File: src/rtl/hex_print_tx.sv
// hex_print_tx: serialises a print request into ASCII bytes on the UART
// transmit byte stream, then pulses ack_tx once.
//
// state | meaning
// IDLE  | waiting for req_tx; captures type/value and loads the first byte
// SEND  | presenting bytes on d_tx/vld_tx, advancing on each rdy_tx transfer
// ACK   | single-cycle ack_tx pulse
// HOLD  | request still held after ack; waiting for req_tx to drop
module hex_print_tx #(
  parameter bit HEX_UPPER = 1'b1
) (
  input  logic        clk,
  input  logic        rstn,
  input  logic        req_tx,
  input  logic        type_tx,
  input  logic [31:0] dout_tx,
  output logic        ack_tx,
  output logic [7:0]  d_tx,
  output logic        vld_tx,
  input  logic        rdy_tx
);

  typedef enum logic [1:0] {IDLE, SEND, ACK, HOLD} state_t;

  state_t      state, state_nxt;
  logic [2:0]  cnt, cnt_nxt;
  logic [31:0] data, data_nxt;
  logic [7:0]  d_nxt;
  logic        vld_nxt, ack_nxt;
  logic [2:0]  cnt_dec;
  logic [3:0]  nib_next;

  function automatic logic [7:0] hex_char(input logic [3:0] n);
    if (n < 4'd10)  return 8'h30 + {4'h0, n};
    else if (HEX_UPPER) return 8'h37 + {4'h0, n};
    else            return 8'h57 + {4'h0, n};
  endfunction

  // Counter value of the following digit is cnt-1; its nibble is latched[4i+3:4i].
  assign cnt_dec  = cnt - 3'd1;
  assign nib_next = data[{cnt_dec, 2'b00} +: 4];

  // State and all outputs are registered so vld_tx/ack_tx never see inputs combinationally.
  always_ff @(posedge clk or negedge rstn) begin
    if (!rstn) begin
      state  <= IDLE;
      cnt    <= 3'd0;
      data   <= 32'h0;
      d_tx   <= 8'h00;
      vld_tx <= 1'b0;
      ack_tx <= 1'b0;
    end else begin
      state  <= state_nxt;
      cnt    <= cnt_nxt;
      data   <= data_nxt;
      d_tx   <= d_nxt;
      vld_tx <= vld_nxt;
      ack_tx <= ack_nxt;
    end
  end

  // Next-state and next-output decode; everything holds unless a case moves it.
  always_comb begin
    state_nxt = state;
    cnt_nxt   = cnt;
    data_nxt  = data;
    d_nxt     = d_tx;
    vld_nxt   = vld_tx;
    ack_nxt   = 1'b0;
    case (state)
      IDLE: begin
        vld_nxt = 1'b0;
        if (req_tx) begin
          data_nxt  = dout_tx;
          vld_nxt   = 1'b1;
          state_nxt = SEND;
          if (type_tx) begin
            cnt_nxt = 3'd7;
            d_nxt   = hex_char(dout_tx[31:28]);
          end else begin
            cnt_nxt = 3'd0;
            d_nxt   = dout_tx[7:0];
          end
        end
      end
      SEND: begin
        if (rdy_tx) begin
          if (cnt != 3'd0) begin
            cnt_nxt = cnt_dec;
            d_nxt   = hex_char(nib_next);
          end else begin
            vld_nxt   = 1'b0;
            ack_nxt   = 1'b1;
            state_nxt = ACK;
          end
        end
      end
      ACK: begin
        state_nxt = req_tx ? HOLD : IDLE;
      end
      HOLD: begin
        if (!req_tx) state_nxt = IDLE;
      end
      default: state_nxt = IDLE;
    endcase
  end

endmodule

File: config.mk
export PLATFORM = sky130hd
export DESIGN_NAME = hex_print_tx
export DESIGN_NICKNAME = d
export VERILOG_FILES = /design/src/rtl/hex_print_tx.sv
export SDC_FILE = /design/constraint.sdc
export NUM_CORES = 1
export LEC_CHECK = 0
export BUFFER_PORTS_ARGS = -buffer_cell sky130_fd_sc_hd__buf_2
export CAP_MARGIN = 20
export CORE_ASPECT_RATIO = 0.8
export CORE_MARGIN = 2
export CORE_UTILIZATION = 61
export CTS_BUF_LIST = sky130_fd_sc_hd__clkbuf_4
export DETAILED_ROUTE_END_ITERATION = 10
export MAX_ROUTING_LAYER = met4
export PLACE_DENSITY = 0.95
export SLEW_MARGIN = 30
export SYNTH_ARGS = -nofsm -noshare
export SYNTH_HDL_FRONTEND = slang
export SYNTH_SLANG_ARGS = --single-unit
File: constraint.sdc
create_clock -name clk -period 7.9 [get_ports clk]
set_input_delay 1.975 -clock clk [delete_from_list [all_inputs] [get_ports clk]]
set_output_delay 1.975 -clock clk [all_outputs]
set_load 0.005 [all_outputs]
==> flow_summary.json <==
{
  "crit_path_start_kind": "flop",
  "hold_path.class": "flop to flop",
  "io_buffers": 46,
  "ioPinCount": 47,
  "grt_pass1_wl_mm": 8.35,
  "die_area_um2": 4640,
  "track_usage_pct": 25.6,
  "max_freq_ghz": 0.292,
  "final_cells": 306,
  "area_growth_pct": 10.3,
  "drive_gt1_share_pct": 38.6,
  "critPathRequiredTime_ns": 8.20,
  "place_ws_ns": 4.38,
  "synthDistinctLibCells": 48,
  "cts_tree": "yes",
  "ys_seq_elements": 47,
  "routed_wl_mm": 5.02,
  "setup_viol": 0,
  "vias": 1771,
  "cts_setup_buffers": 0,
  "slowest_delay_ns": 0.65,
  "worst-slew-pin-transition_ns": 0.692,
  "clk_latency_ns": 0.36,
  "cts.sinks": 47,
  "place_hpwl_mm": 3.76,
  "core.rowCount": 20,
  "gp_congestion": 0.878,
  "worstSetupEndpointType": "flop",
  "remaining_drc_errors": 0,
  "grt.overflow.total": 0,
  "ys_seq_area_share_pct": 46.9,
  "synth_edf_count": 0,
  "outcome": "finished clean",
  "cts_resized": 0,
  "clk_pin_slew_ns": 0.12,
  "core_um2": 3880,
  "fin_crit_ns": 3.43,
  "worst_slack_ns": 4.47,
  "cts_root_buf": "clkbuf_4",
  "grt_setup_unrepaired": "no",
  "die_w_um": 75.7,
  "numCtsBuffers": 5,
  "p_per_area_nw_per_um2": 465,
  "holdBufCountCts": 0,
  "initial_utilization_pct": 64.6,
  "cap_violations": 0,
  "worst-path-buf-inv": 1,
  "critPathKind": "flop to flop",
  "synth_area_um2": 2510,
  "antenna_cells": 0,
  "cp_max_fo": 11,
  "dieHeight_um": 61.3,
  "hold_viol_final": 0,
  "synth_area_per_cell_um2": 12.2,
  "netlist_instances": 206,
  "final_cell_mix": "dfrtp_1, buf_2, mux2_2",
  "relSlewSlack_pct": 53.8,
  "first_global_vias": 1794,
  "dominantRegCellSynth": "dfrtp_1",
  "tns_ns": 0,
  "cp_top_family": "multiplexers",
  "routedWlPerCell_um": 16.4,
  "drv_slew": 0,
  "drt_iter0_drc": 211,
  "vdd_drop_max_mv": 0.270,
  "detail_route.vias_per_cell": 5.79,
  "syn_nets": 247,
  "clock_path_buffers": 2,
  "critical_path.slowest_cell": "dfrtp_1",
  "dp.cells": 298,
  "final_nets": 291,
  "hold_ws_ns": 0.508,
  "fin_worst_skew_ns": 0.00845,
  "antenna_found_initial": 0,
  "cp_common_cell": "ha_1",
  "async_flop_share_pct": 100,
  "yosys_warnings": 0,
  "drtAntennaViolNets": 0,
  "drtPass1Iterations": 4,
  "cellLeakagePower_nw": 1.28,
  "htree_levels": 2,
  "cp.arrival_ns": 3.73,
  "period_share_pct": 43.4,
  "grt_max_degree": 48,
  "crit_chain": "inv_1 -> ha_1 -> xor2_2 -> mux4_1 -> mux2i_2 -> ha_1 -> a221oi_1 -> a221o_2",
  "layout_commonest_cell": "dfrtp_1"
}
==> tightest hold or removal path, delay by kind of cell (launching register included) <==
kind,cells,cell delay [ns]
DFF,1,0.37
and+or+nand+nor,2,0.12
==> per-layer routing <==
metal / up-vias / track usage [%] / wire length, µm / part of all wire, %
li1: 849 / - / - / -
met1: 849 / 35.6 / 2360 / 47
met2: 66 / 38.8 / 2290 / 46
met3: 7 / 4.91 / 303 / 6.0
met4: 0 / 7.52 / 57 / 1.1
met5: - / - / 0 / 0
==> sequential cells by signal, indices dropped and copies added, names as in the netlist <==
name	count
ack_tx	1
state	2
data	32
cnt	3
vld_tx	1
d_tx	8
==> synthesized netlist by cell type (2+ instances only) <==
| library cell | count | share of area (%) |
|---|---|---|
| dfrtp_1 | 47 | 47 |
| mux2_2 | 33 | 15 |
| nor2_1 | 15 | 2.2 |
| a21oi_1 | 11 | 2.2 |
| nand2_1 | 10 | 1.5 |
| mux2i_1 | 7 | 2.8 |
| o21ai_0 | 7 | 1.4 |
| inv_1 | 6 | 0.90 |
| nand3_1 | 6 | 1.2 |
| a2111oi_0 | 4 | 1.4 |
| clkbuf_8 | 4 | 2.2 |
| ha_1 | 4 | 2.0 |
| mux4_1 | 4 | 4.2 |
| nor3_1 | 4 | 0.80 |
| a31oi_1 | 3 | 0.75 |
| buf_4 | 3 | 0.90 |
| a21o_2 | 2 | 0.70 |
| buf_6 | 2 | 0.90 |
| mux4_2 | 2 | 1.8 |
| nand2b_1 | 2 | 0.50 |
| nand3b_1 | 2 | 0.60 |
| xnor2_1 | 2 | 0.70 |
==> where the power goes <==
group	internal (mW)	switching, mW	total (mW)
logic	0.369	0.358	0.727
registers	0.364	0.0882	0.452
clock network	0.0365	0.0708	0.107
total	0.769	0.517	1.29
==> cell type report <==
cell class / count / area [µm²]
clock buffer: 6 / 45.0
clock inverter: 2 / 7.51
fill: 264 / 1110
inverter: 6 / 22.5
multi-input combinational: 143 / 1200
sequential: 47 / 1180
tap: 55 / 68.8
timing repair buffer: 47 / 240
==> stage by stage <==
step / instance area [µm²] / utilization (%) / power [mW]
6_report: 2770 / 71.3 / 1.29
2_1_floorplan: 2510 / - / 1.05
3_5_place_dp: 2710 / 69.9 / 1.18
4_1_cts: 2770 / 71.3 / 1.29
5_1_grt: 2770 / 71.3 / 1.39
3_3_place_gp: 2710 / 69.9 / 1.14
==> path summary, 6_finish.rpt <==
path | from | endpoint | slack, ns | cells past startpoint
min in group asynchronous | rstn | data[0] | 1.59 | 1
max | cnt[0] | d_tx[1] | 4.47 | 8
min reg2reg | d_tx[7] | d_tx[7] | 0.51 | 2
min | d_tx[7] | d_tx[7] | 0.51 | 2
max reg2reg | cnt[0] | d_tx[1] | 4.47 | 8
max in group asynchronous | rstn | cnt[0] | 5.90 | 1
==> cell families (layout without fill, tap and decap cells) <==
family	after synthesis	after routing	share of synthesized area [%]
AOI/OAI and AO/OA	39	39	10.4
and+or+nand+nor	49	49	9.83
adders and majority gates	4	4	2.00
buffers and inverters	16	61	5.04
xor gates and xnor gates	4	4	1.70
DFF	47	47	46.9
muxes	47	47	24.2
Power figures use the tool's default switching activity.
